===== config.mk =====
export PLATFORM = sky130hd
export DESIGN_NAME = dram_rd_streamer_flat
export DESIGN_NICKNAME = d
export VERILOG_FILES = /design/src/rtl/dram_rd_streamer_if.sv /design/src/rtl/dram_rd_streamer.sv /design/src/flat_wrapper.sv
export SDC_FILE = /design/constraint.sdc
export NUM_CORES = 1
export LEC_CHECK = 0
export ABC_AREA = 1
export CAP_MARGIN = 30
export CELL_PAD_IN_SITES_DETAIL_PLACEMENT = 1
export CELL_PAD_IN_SITES_GLOBAL_PLACEMENT = 1
export CORE_MARGIN = 10
export CORE_UTILIZATION = 49
export CTS_CLUSTER_DIAMETER = 100
export DETAILED_ROUTE_END_ITERATION = 10
export PLACE_DENSITY_LB_ADDON = 0.1
export SLEW_MARGIN = 20
export SYNTH_ARGS = -nofsm -noshare
export SYNTH_HDL_FRONTEND = slang
export SYNTH_SLANG_ARGS = --single-unit

===== constraint.sdc =====
create_clock -name clk -period 12.8 [get_ports clk]
set_clock_uncertainty 0.1 [all_clocks]
set_input_delay 3.84 -clock clk [delete_from_list [all_inputs] [get_ports clk]]
set_output_delay 3.84 -clock clk [all_outputs]
set_load 0.005 [all_outputs]

===== src/rtl/dram_rd_streamer_if.sv =====
// dram_rd_streamer_if
//   Groups the control, DRAM read and output stream signals of the
//   DRAM read streamer into one bundle.
//   master : streamer side (drives status, DRAM requests, output stream)
//   slave  : environment side (drives start/operands, DRAM returns, out_ready)
//
//   start / base_addr / len       transfer request and operands
//   busy / done                   transfer status
//   dram_en_rd / dram_addr_rd     DRAM read request
//   dram_valid / dram_data_rd     DRAM read return (in request order)
//   out_valid / out_data / out_ready   word stream to the compute engine
interface dram_rd_streamer_if #(
    parameter int DATA_WIDTH = 32,
    parameter int ADDR_WIDTH = 18,
    parameter int LEN_WIDTH  = 16
);
    logic                  start;
    logic [ADDR_WIDTH-1:0] base_addr;
    logic [LEN_WIDTH-1:0]  len;
    logic                  busy;
    logic                  done;
    logic                  dram_en_rd;
    logic [ADDR_WIDTH-1:0] dram_addr_rd;
    logic                  dram_valid;
    logic [DATA_WIDTH-1:0] dram_data_rd;
    logic                  out_valid;
    logic [DATA_WIDTH-1:0] out_data;
    logic                  out_ready;

    modport master (
        input  start, base_addr, len,
        output busy, done,
        output dram_en_rd, dram_addr_rd,
        input  dram_valid, dram_data_rd,
        output out_valid, out_data,
        input  out_ready
    );

    modport slave (
        output start, base_addr, len,
        input  busy, done,
        input  dram_en_rd, dram_addr_rd,
        output dram_valid, dram_data_rd,
        input  out_valid, out_data,
        output out_ready
    );
endinterface


===== src/rtl/dram_rd_streamer.sv =====
// dram_rd_streamer
//   Reads len consecutive words from DRAM starting at base_addr and streams
//   them, in address order, to a compute engine through a small
//   first-word-fall-through buffer. Read requests are throttled by a credit
//   count (requests in flight + words buffered) so the buffer can never
//   overflow, whatever the DRAM latency.
//
//   clk    : clock, all state updates on the rising edge
//   srstn  : synchronous reset, active low
//   bus    : dram_rd_streamer_if.master (request, status, DRAM read port,
//            output stream)
//
//   state  | meaning
//   -------+-----------------------------------------------------------
//   IDLE   | waiting for start; stray DRAM returns are dropped
//   ISSUE  | issuing reads while credit allows; output stream active
//   DRAIN  | all reads issued; waiting for the last word to be popped
//   DONE   | one-cycle done pulse, back to IDLE
module dram_rd_streamer #(
    parameter int DATA_WIDTH = 32,
    parameter int ADDR_WIDTH = 18,
    parameter int LEN_WIDTH  = 16,
    parameter int FIFO_DEPTH = 8
) (
    input  logic                 clk,
    input  logic                 srstn,
    dram_rd_streamer_if.master   bus
);

    localparam int PTR_W = $clog2(FIFO_DEPTH);
    localparam int CNT_W = PTR_W + 1;

    typedef enum logic [1:0] {
        S_IDLE  = 2'd0,
        S_ISSUE = 2'd1,
        S_DRAIN = 2'd2,
        S_DONE  = 2'd3
    } state_t;

    state_t                state_q, state_d;

    logic [ADDR_WIDTH-1:0] base_q;
    logic [LEN_WIDTH-1:0]  len_q;
    logic [LEN_WIDTH-1:0]  issued_q;
    logic [LEN_WIDTH-1:0]  popped_q;
    logic [CNT_W-1:0]      outstanding_q;

    logic [DATA_WIDTH-1:0] mem [FIFO_DEPTH];
    logic [PTR_W-1:0]      wr_ptr_q;
    logic [PTR_W-1:0]      rd_ptr_q;
    logic [CNT_W-1:0]      count_q;

    logic                  active;
    logic                  fifo_nempty;
    logic                  push;
    logic                  pop;
    logic                  issue;
    logic                  last_issue;
    logic                  last_pop;
    logic                  accept_start;
    logic [CNT_W:0]        credit;

    // ------------------------------------------------------------------
    // Shared datapath conditions
    // ------------------------------------------------------------------
    always_comb begin
        active       = (state_q == S_ISSUE) || (state_q == S_DRAIN);
        fifo_nempty  = (count_q != '0);
        pop          = fifo_nempty && bus.out_ready;
        // A return is only taken while a request is actually outstanding;
        // this also drops leftovers from a transfer abandoned by reset.
        push         = active && bus.dram_valid && (outstanding_q != '0);
        accept_start = (state_q == S_IDLE) && bus.start;

        // A pop this cycle frees its slot before the new request's data can
        // arrive (latency >= 1), so it counts towards credit immediately.
        // This is what lets latency FIFO_DEPTH-1 still run at full rate.
        credit = (CNT_W+1)'(outstanding_q) + (CNT_W+1)'(count_q)
               - (CNT_W+1)'(pop);

        issue      = (state_q == S_ISSUE) && (issued_q != len_q)
                     && (credit < (CNT_W+1)'(FIFO_DEPTH));
        last_issue = issue && ((issued_q + LEN_WIDTH'(1)) == len_q);
        last_pop   = pop && ((popped_q + LEN_WIDTH'(1)) == len_q);
    end

    // ------------------------------------------------------------------
    // FSM: state register
    // ------------------------------------------------------------------
    always_ff @(posedge clk) begin
        if (!srstn) begin
            state_q <= S_IDLE;
        end else begin
            state_q <= state_d;
        end
    end

    // ------------------------------------------------------------------
    // FSM: next state
    // ------------------------------------------------------------------
    always_comb begin
        state_d = state_q;
        case (state_q)
            S_IDLE: begin
                if (bus.start) begin
                    state_d = (bus.len == '0) ? S_DONE : S_ISSUE;
                end
            end
            S_ISSUE: begin
                if (last_issue) begin
                    state_d = S_DRAIN;
                end
            end
            S_DRAIN: begin
                if (last_pop) begin
                    state_d = S_DONE;
                end
            end
            S_DONE: begin
                state_d = S_IDLE;
            end
            default: begin
                state_d = S_IDLE;
            end
        endcase
    end

    // ------------------------------------------------------------------
    // FSM: outputs
    // ------------------------------------------------------------------
    always_comb begin
        bus.busy         = active;
        bus.done         = (state_q == S_DONE);
        bus.dram_en_rd   = issue;
        bus.dram_addr_rd = '0;
        if (issue) begin
            // Wraps modulo 2^ADDR_WIDTH by construction.
            bus.dram_addr_rd = base_q + ADDR_WIDTH'(issued_q);
        end
        bus.out_valid = fifo_nempty;
        bus.out_data  = fifo_nempty ? mem[rd_ptr_q] : '0;
    end

    // ------------------------------------------------------------------
    // Transfer operands and counters
    // ------------------------------------------------------------------
    always_ff @(posedge clk) begin
        if (!srstn) begin
            base_q        <= '0;
            len_q         <= '0;
            issued_q      <= '0;
            popped_q      <= '0;
            outstanding_q <= '0;
        end else if (accept_start) begin
            base_q        <= bus.base_addr;
            len_q         <= bus.len;
            issued_q      <= '0;
            popped_q      <= '0;
            outstanding_q <= '0;
        end else begin
            if (issue) begin
                issued_q <= issued_q + LEN_WIDTH'(1);
            end
            if (pop) begin
                popped_q <= popped_q + LEN_WIDTH'(1);
            end
            if (issue && !push) begin
                outstanding_q <= outstanding_q + CNT_W'(1);
            end else if (!issue && push) begin
                outstanding_q <= outstanding_q - CNT_W'(1);
            end
        end
    end

    // ------------------------------------------------------------------
    // Data buffer pointers and occupancy
    // ------------------------------------------------------------------
    always_ff @(posedge clk) begin
        if (!srstn) begin
            wr_ptr_q <= '0;
            rd_ptr_q <= '0;
            count_q  <= '0;
        end else begin
            if (push) begin
                wr_ptr_q <= wr_ptr_q + PTR_W'(1);
            end
            if (pop) begin
                rd_ptr_q <= rd_ptr_q + PTR_W'(1);
            end
            if (push && !pop) begin
                count_q <= count_q + CNT_W'(1);
            end else if (!push && pop) begin
                count_q <= count_q - CNT_W'(1);
            end
        end
    end

    // Storage needs no reset: out_data is masked while the buffer is empty.
    always_ff @(posedge clk) begin
        if (push) begin
            mem[wr_ptr_q] <= bus.dram_data_rd;
        end
    end

endmodule


===== src/flat_wrapper.sv =====
// flat-port wrapper written by rule: the top's interface ports become plain ports
module dram_rd_streamer_flat 
#(
    parameter int DATA_WIDTH = 32,
    parameter int ADDR_WIDTH = 18,
    parameter int LEN_WIDTH  = 16,
    parameter int FIFO_DEPTH = 8
)
  (clk, srstn, bus_start, bus_base_addr, bus_len, bus_busy, bus_done, bus_dram_en_rd, bus_dram_addr_rd, bus_dram_valid, bus_dram_data_rd, bus_out_valid, bus_out_data, bus_out_ready);
  dram_rd_streamer_if #(.DATA_WIDTH(DATA_WIDTH), .ADDR_WIDTH(ADDR_WIDTH), .LEN_WIDTH(LEN_WIDTH)) bus_i ();
  input  logic clk;
  input  logic srstn;
  input wire logic [$bits(bus_i.start)-1:0] bus_start;
  input wire logic [$bits(bus_i.base_addr)-1:0] bus_base_addr;
  input wire logic [$bits(bus_i.len)-1:0] bus_len;
  output wire logic [$bits(bus_i.busy)-1:0] bus_busy;
  output wire logic [$bits(bus_i.done)-1:0] bus_done;
  output wire logic [$bits(bus_i.dram_en_rd)-1:0] bus_dram_en_rd;
  output wire logic [$bits(bus_i.dram_addr_rd)-1:0] bus_dram_addr_rd;
  input wire logic [$bits(bus_i.dram_valid)-1:0] bus_dram_valid;
  input wire logic [$bits(bus_i.dram_data_rd)-1:0] bus_dram_data_rd;
  output wire logic [$bits(bus_i.out_valid)-1:0] bus_out_valid;
  output wire logic [$bits(bus_i.out_data)-1:0] bus_out_data;
  input wire logic [$bits(bus_i.out_ready)-1:0] bus_out_ready;
  assign bus_i.start = bus_start;
  assign bus_i.base_addr = bus_base_addr;
  assign bus_i.len = bus_len;
  assign bus_busy = bus_i.busy;
  assign bus_done = bus_i.done;
  assign bus_dram_en_rd = bus_i.dram_en_rd;
  assign bus_dram_addr_rd = bus_i.dram_addr_rd;
  assign bus_i.dram_valid = bus_dram_valid;
  assign bus_i.dram_data_rd = bus_dram_data_rd;
  assign bus_out_valid = bus_i.out_valid;
  assign bus_out_data = bus_i.out_data;
  assign bus_i.out_ready = bus_out_ready;
  dram_rd_streamer #(.DATA_WIDTH(DATA_WIDTH), .ADDR_WIDTH(ADDR_WIDTH), .LEN_WIDTH(LEN_WIDTH), .FIFO_DEPTH(FIFO_DEPTH)) u_core (.clk(clk), .srstn(srstn), .bus(bus_i));
endmodule

After elaboration in Yosys (flattened, before gate mapping)
Memory sizes are Yosys's and may differ from the RTL's. A register that Yosys moved wholly into a read port is not among the register bits.
Index checks and enable logic that the tools add are counted.
{"block": "word_totals", "inputBits": 71, "ff_bits": 82, "mem_bits_rw": 256, "n_memories": 1, "out_inout_bits": 54, "wordCells": 71}
{"name": "u_core.mem", "words": 8, "word_bits": 32, "rd": 1, "rd_ports_with_merged_regs": 1, "write_ports": 1, "line_no": "dram_rd_streamer.sv:48", "rtl": "logic [DATA_WIDTH-1:0] mem [FIFO_DEPTH];"}
{"block": "classes", "mux": 15, "addsub": 11, "n_reduce_logical": 24, "n_eq_ne": 9, "magnitude_cmp": 1, "n_bitwise": 1}
{"cell": "adder 16 x 1 -> 16 bit (second input constant)", "count": 2}
{"cell": "== test 16 bit", "count": 2}
{"cell": "two-way mux 32 bit", "count": 1}
{"cell": "adder 18 x 16 -> 18 bit", "count": 1}
{"cell": "two-way mux 18 bit", "count": 1}
{"cell": "zero test 16 bit", "count": 1}
{"cell": "two-way mux 4 bit", "count": 4}
{"cell": "inequality test 16 bit", "count": 1}
{"cell": "logical AND 1 bit", "count": 12}
{"cell": "adder 4 x 1 -> 4 bit (second input constant)", "count": 2}
{"cell": "two-way mux 2 bit", "count": 4}
{"cell": "case mux 2 bit (4 select lines)", "count": 1}
{"cell": "nonzero test 4 bit", "count": 2}
{"cell": "subtractor 4 x 1 -> 4 bit (second input constant)", "count": 2}
{"cell": "adder 3 x 1 -> 3 bit (second input constant)", "count": 2}
{"cell": "two-way mux 3 bit", "count": 2}
{"cell": "adder 4 x 4 -> 5 bit", "count": 1}
{"cell": "less-than comparator 5 x 4 -> 1 bit (second input constant)", "count": 1}
{"cell": "subtractor 5 x 1 -> 5 bit", "count": 1}
{"cell": "== test 2 bit (second input constant)", "count": 2}
{"cell": "inequality test 2 x 1 -> 1 bit (second input constant)", "count": 2}
{"cell": "nonzero test 2 bit", "count": 2}
{"cell": "zero test 1 bit", "count": 3}
{"cell": "AND reduction 3 bit", "count": 1}
{"cell": "7 further kinds", "count": 8}

Depth between registers and ports, before layout
Gate-level depths: netlist of run 1.
{"block": "depth", "ltp_word": 9, "depth_mapped": 26, "ltp_nobuf": 23}

Worst setup path after synthesis of run 1
No wires, ideal clock.
{"block": "synth_path", "path_type": "input-to-output", "start": "input port bus_out_ready", "end": "output port bus_dram_addr_rd[10]", "t_required_ns": 8.860, "n_path_buf": 3, "t_arrival_ns": 5.857, "path_stages": 15, "path_slack_ns": 3.003, "cell_sequence": "nand2_1 -> buf_2 -> inv_1 -> clkbuf_1 -> ha_1 -> inv_1 -> ha_1 -> nand3_1 -> nand2_1 -> xnor2_1 -> nand3_2 -> inv_2 -> buf_2 -> o21ai_0 -> a21oi_1"}
{"block": "synth_between", "elab_chain_len": 5}
{"element": "from (decl)", "line_no": "flat_wrapper.sv:24", "rtl": "input wire logic [$bits(bus_i.out_ready)-1:0] bus_out_ready;"}
{"element": "logical AND 1 bit", "line_no": "dram_rd_streamer.sv:69", "rtl": "pop = fifo_nempty && bus.out_ready;"}
{"element": "named net u_core.pop", "line_no": "dram_rd_streamer.sv:56", "rtl": "logic pop;"}
{"element": "subtractor 5 x 1 -> 5 bit", "line_no": "dram_rd_streamer.sv:79", "rtl": "- (CNT_W+1)'(pop);"}
{"element": "less-than comparator 5 x 4 -> 1 bit", "line_no": "dram_rd_streamer.sv:82", "rtl": "&& (credit < (CNT_W+1)'(FIFO_DEPTH));"}
{"element": "logical AND 1 bit", "line_no": "dram_rd_streamer.sv:82"}
{"element": "named net bus_dram_en_rd", "line_no": "flat_wrapper.sv:18", "rtl": "output wire logic [$bits(bus_i.dram_en_rd)-1:0] bus_dram_en_rd;"}
{"element": "two-way mux 18 bit", "line_no": "dram_rd_streamer.sv:136", "rtl": "if (issue) begin"}
{"element": "to (decl)", "line_no": "flat_wrapper.sv:19", "rtl": "output wire logic [$bits(bus_i.dram_addr_rd)-1:0] bus_dram_addr_rd;"}
The timed path passes the listed nets, and every way through them passes these cells.

Worst setup path after layout of run 1
{"block": "layout_path", "start": "input port bus_out_ready", "end": "output port bus_dram_addr_rd[16]"}
{"block": "layout_between", "elab_chain_len": 5}
{"element": "logical AND 1 bit", "line_no": "dram_rd_streamer.sv:69"}
{"element": "subtractor 5 x 1 -> 5 bit", "line_no": "dram_rd_streamer.sv:79"}
{"element": "less-than comparator 5 x 4 -> 1 bit", "line_no": "dram_rd_streamer.sv:82"}
{"element": "logical AND 1 bit", "line_no": "dram_rd_streamer.sv:82"}
{"element": "two-way mux 18 bit", "line_no": "dram_rd_streamer.sv:136"}
No other way between the ends.

==> flow_summary.ini, run 1 <==
[power]
clockPowerShare_pct = 27.5
p_comb_share_pct = 36.2
power_density_nw_per_um2 = 202
intPower_mw = 2.40
switching_share_pct = 36.2
peakVddDrop_v = 0.000147
p_leak_nw = 6.77
switchingPower_mw = 1.36
pwr-share-seq_pct = 36.3

[setup_path]
crit_path_max_fanout = 26
startpoint = bus_out_ready
cpPeakStageDelay_ns = 0.52
worstPathArrival_ns = 7.19
path_delay_family = buffers and inverters
cp-start-kind = primary input
worst-path-buf-inv = 6
crit_type = primary input to output pin
required_ns = 8.86
path_cells = clkdlybuf4s50_1, nand2_1, inv_1, ha_1, inv_1, ha_1, nand3_1, nand2_1, xnor2_1, nand3_2, buf_4, inv_2, o21ai_0, a21oi_1, clkdlybuf4s50_1
rr_startpoint = u_core.count_q[0]
end_kind = output pin
slowest_stage = clkdlybuf4s50_1

[timing]
hold_viol = 0
tns_ns = 0
fin_ws_ns = 1.67
period_needed_ns = 11.13
period_share_pct = 86.9
max_slew.worst_pin.slew_ns = 0.904
setup_viol = 0
drv_slew = 0
rsz0062_at_grt = no
fmax_mhz = 89.9
relSlewSlack_pct = 39.6
hold_ws_ns = 0.378

[finish]
fin_cells = 2210
insertedDiodeCount = 0
layout_commonest_cell = nor2_1
finish.instance_area_um2 = 18600
nFillCells = 3518
multi_input_area_um2 = 5710
area_delta_synth_final_pct = 18.0
nNetsFinal = 1891
final_cell_mix = 303 x nor2_1, 256 x edfxtp_1, 239 x o21ai_0
register_area_um2 = 9390
drive_above_1_share_pct = 6.31

[routing]
ant_nets = 0
wirelength_um = 45800
first_iter_violations = 844
route.detailed.drc = 0
wire_per_inst_um = 20.7
vias_per_cell = 5.66
detailedRoute.firstPassIterationCount = 5
vias = 12500

[floorplanning]
die_h_um = 200
die_w_um = 200
start_util_pct = 49.9
design.core.area_um2 = 31600
num_io_pins = 125
fp.dieArea_um2 = 39800
rows = 65

[clock_network]
h-tree-depth = 2
cts_made_buffers = 38
cts_tree = built
clkTransAtPathRegs_ns = 0.06
cts_hold_buf = 0
cts_buffer_depth = 3
cts_root_buf = clkbuf_16
clk_latency_ns = 0.53
postCtsSetupBuffers = 0
cts.sinks = 341
cts.repair.resized = 0

[grt]
grt_usage_pct = 22.9
grt_pass1_vias = 13200
grt_util_met1_pct = 30.5
grt_overflow = 0
use_met2_pct = 38.5
top_usage_layer = met2
antenna_found_initial = 1
grt_max_degree = 73
use_met3_pct = 3.40
grt_pass1_wl_um = 72000

[synthesis]
synth_nets = 1782
synth_seq_cells = 341
syn_inst = 1670
synth_seq_area_share_pct = 59.5
netlist_area_um2 = 15800
synth_cell_type_count = 40
postSynthAreaPerCell_um2 = 9.45
yosys_warnings = 0

[placed_design]
dp.cells = 2141
gpl.final_weighted_congestion = 0.859
dpl_cell_area_um2 = 17400
place_ws_ns = 1.70
io_buffer_count = 124
dp_hpwl_um = 29300

[outcome]
status = finished clean

[worst_hold_path]
hp-class = flop to flop
min-delay-start = u_core.rd_ptr_q[2]

[flow_run]
maxCapViolations = 0
[area by class of cell]
| cell class | count | area share (%) |
|---|---|---|
| tap | 402 | 2.70 |
| timing repair buffer | 143 | 7.43 |
| clock inverter | 16 | 0.658 |
| clock buffer | 53 | 5.68 |
| sequential | 341 | 50.4 |
| inverter | 122 | 2.47 |
| multi-input combinational | 1133 | 30.6 |
[registers in the layout, summed over array words and instances, names as in the netlist, named ones only]
name                  count
u_core.mem              256
u_core.base_q            18
u_core.issued_q          16
u_core.len_q             16
u_core.popped_q          16
u_core.count_q            4
u_core.outstanding_q      4
u_core.rd_ptr_q           3
u_core.wr_ptr_q           3
u_core.state_q            2
[path summary, 6_finish.rpt]
| check | endpoint | slack [ns] | cells after the start |
|---|---|---|---|
| worst max-delay path | bus_dram_addr_rd[16] | 1.67 | 15 |
| worst min-delay path | u_core.rd_ptr_q[2] | 0.38 | 2 |
| worst max register to register | u_core.outstanding_q[3] | 8.28 | 24 |
| worst min register to register | u_core.rd_ptr_q[2] | 0.38 | 2 |
[worst min-delay path, delay by kind of cell, from the launching register on]
kind	cells	cell delay (ns)
DFF	1	0.31
AOI/OAI and AO/OA	1	0.07
buffers and inverters	1	0.05
[per-stage QoR]
step / power [mW] / utilization (%)
final: 3.77 / 58.9
after global routing: 4.01 / 58.9
after CTS: 3.80 / 58.9
after detailed placement: 2.75 / 55.1
after global placement: 2.68 / 55.1
after floorplan: 2.16 / -
[cells in the mapped netlist, drive strengths merged]
| cell | instances | area share [%] |
|---|---|---|
| o21ai | 241 | 7.6 |
| xor2 | 11 | 0.61 |
| nand3 | 73 | 2.5 |
| fa | 3 | 0.38 |
| ha | 38 | 3.0 |
| buf | 13 | 0.42 |
| o31ai | 1 | 0.048 |
| nor4 | 6 | 0.24 |
| a221oi | 1 | 0.055 |
| o21a | 3 | 0.14 |
| inv | 119 | 2.8 |
| a21oi | 80 | 2.5 |
| dfxtp | 85 | 11 |
| clkbuf | 61 | 1.5 |
| a211oi | 2 | 0.095 |
| o21bai | 1 | 0.071 |
| nor3b | 3 | 0.14 |
| o211ai | 8 | 0.38 |
| and2 | 2 | 0.079 |
| edfxtp | 256 | 49 |
| nand3b | 1 | 0.048 |
| nand2b | 1 | 0.040 |
| clkinv | 3 | 0.071 |
| a31oi | 34 | 1.3 |
| and3 | 1 | 0.040 |
| nor2 | 323 | 8.1 |
| xnor2 | 6 | 0.33 |
| a21o | 1 | 0.048 |
| nand2 | 234 | 5.7 |
| nand4 | 17 | 0.67 |
| nor3 | 10 | 0.32 |
| o22ai | 32 | 1.3 |
[routing by layer]
| layer | share of wire, % | wire length [um] |
|---|---|---|
| met1 | 45 | 20700 |
| met2 | 49 | 22400 |
| met3 | 4.4 | 2040 |
| met5 | 0.028 | 13 |
| met4 | 1.5 | 708 |
[cell families (layout without fill, tap and decap cells)]
kind of cell	after synthesis	count (layout)	share of synthesized area (%)
AO/OA/AOI/OAI	404	404	13.6
XOR/XNOR	17	17	0.943
adder cells (fa/ha/maj)	41	41	3.39
buffers and inverters	196	334	4.77
flip-flops	341	341	59.5
AND/OR/NAND/NOR	671	671	17.8
[power by group through the flow]
stage,clock (mW),combinational [mW],sequential [mW]
2_1_floorplan,0,0.823,1.34
3_3_place_gp,0,1.30,1.38
3_5_place_dp,0,1.36,1.39
4_1_cts,1.06,1.38,1.37
5_1_grt,1.10,1.54,1.38
6_report,1.04,1.36,1.37
Power figures use the tool's default switching activity.
==> run 2, diff against run 1 <==
Settings changed: CAP_MARGIN 30 to 20, PLACE_DENSITY set to 0.95, PLACE_DENSITY_LB_ADDON 0.1 to not set.
==> run 2 against run 1 <==
Final cell count shrank 0.23%. Largest cell class unchanged. Largest power group is now combinational logic. Wire length is 23% higher. Critical path type unchanged. Critical path depth is 1 lower.
==> flow_summary.ini, run 2 (synthesis gave the netlist of run 1 again) <==
[setup_path]
worstPathArrival_ns = 7.85
crit_type = primary input to output pin
endpoint = bus_dram_addr_rd[17]
rrSetupSlack_ns = 7.73
end_kind = output pin
startpoint = bus_out_ready
cp-start-kind = primary input
rr_startpoint = u_core.count_q[0]
timing.rr.end = u_core.outstanding_q[3]
worstRegToRegCells = 23
required_ns = 8.86
crit_path_max_fanout = 26

[power]
power_mw = 3.92
power_density_nw_per_um2 = 210
peakVddDrop_v = 0.000123
p_leak_nw = 6.77

[timing]
rsz0062_at_grt = no
tns_ns = 0
hold_viol = 0
period_share_pct = 92.1
fmax_mhz = 84.9
max_slew.worst_pin.slew_ns = 0.921
drv_slew = 0
period_needed_ns = 11.79
hold_ws_ns = 0.405
setup_viol = 0
relSlewSlack_pct = 38.6

[clock_network]
postCtsSetupBuffers = 0
cts_hold_buf = 0
clk_latency_ns = 0.54
cts_tree = built
cts.repair.resized = 0
cts_root_buf = clkbuf_16
h-tree-depth = 2
clkTransAtPathRegs_ns = 0.05
cts_buffer_depth = 3
cts.sinks = 341
cts_made_buffers = 37

[finish]
regMostFlops = u_core.mem
nFillCells = 3446
nNetsFinal = 1888
largest_reg_flops = 256
layout_commonest_cell = nor2_1
final_cell_mix = 302 x nor2_1, 256 x edfxtp_1, 239 x o21ai_0
area_delta_synth_final_pct = 18.2
drive_above_1_share_pct = 6.33
reg_top3 = u_core.mem x256, u_core.base_q x18

[grt]
grt_pass1_vias = 15000
grt_pass1_wl_um = 86400
antenna_found_initial = 1
grt_overflow = 0
grt_max_degree = 129
grt_usage_pct = 28.0

[routing]
first_iter_violations = 1284
detailedRoute.firstPassIterationCount = 5
vias = 13900
vias_per_cell = 6.28
ant_nets = 0
wire_per_inst_um = 25.5
wirelength_um = 56300
route.detailed.drc = 0

[floorplanning]
start_util_pct = 49.9
die_w_um = 200
rows = 65
design.core.area_um2 = 31600
fp.dieArea_um2 = 39800
num_io_pins = 125
die_h_um = 200

[placed_design]
dp_hpwl_um = 32500
gpl.final_weighted_congestion = 0.878
io_buffer_count = 124

[worst_hold_path]
hold_depth = 2
hp-class = flop to flop

[outcome]
status = finished clean

[flow_run]
maxCapViolations = 0
[run 2: cell count changes in the layout (fill, tap and decap cells not counted), sizes merged]
cell,before,now
buf,19,17
inv,123,121
diode,0,1
bufinv,1,2
clkinv,13,10
[run 2: critical path: stages]
cell             delay (ns)
clkdlybuf4s50_1        0.53
nand2_1                0.32
inv_1                  0.21
ha_1                   0.18
inv_1                  0.06
ha_1                   0.18
a21oi_1                0.17
nand2_1                0.11
xnor2_1                0.17
nand3_2                0.46
inv_2                  0.64
o21ai_0                0.23
a21oi_1                0.20
clkdlybuf4s50_1        0.53
[run 2: through the flow]
stage	instances	worst slack, ns	cell area (um^2)	util, %
CTS	2203	1.06	18600	58.9
global placement	2138	1.46	17400	55.1
global route	2205	0.785	18700	59.0
finish	2205	1.01	18700	59.0
floorplan	1670	3.00	15800	-
detailed placement	2138	1.20	17400	55.1
[run 2: worst min-delay path by stage]
stage | slack, ns | endpoint | from
6_report | 0.41 | u_core.base_q[7] | u_core.base_q[7]
5_1_grt | 0.42 | u_core.base_q[11] | u_core.base_q[11]
4_1_cts | 0.40 | u_core.rd_ptr_q[2] | u_core.rd_ptr_q[2]
3_5_place_dp | 0.37 | flop | u_core.rd_ptr_q[2]
3_3_place_gp | 0.34 | u_core.rd_ptr_q[2] | u_core.rd_ptr_q[2]
2_1_floorplan | 0.33 | flop | u_core.rd_ptr_q[2]
[run 2: cell type report]
| cell class | instances | area [um^2] | share of cell area [%] |
|---|---|---|---|
| diodes | 1 | 2.50 | 0.0134 |
| clock buffers | 53 | 1040 | 5.57 |
| clock inverters | 12 | 165 | 0.885 |
| inverters | 122 | 458 | 2.45 |
| multi-input cells | 1133 | 5710 | 30.6 |
| flip-flops and latches | 341 | 9390 | 50.3 |
| well taps | 402 | 503 | 2.70 |
| repair buffers | 141 | 1390 | 7.42 |
[run 2: power by group]
group | internal [mW] | switching, mW
Combinational | 0.529 | 0.931
Clock | 0.614 | 0.472
Sequential | 1.27 | 0.103
[run 2: layer usage]
metal	GRT usage (%)	wire length (um)
met2	49.4	28400
met3	5.42	3870
met4	14.0	2610
met1	31.6	21400
met5	0	0
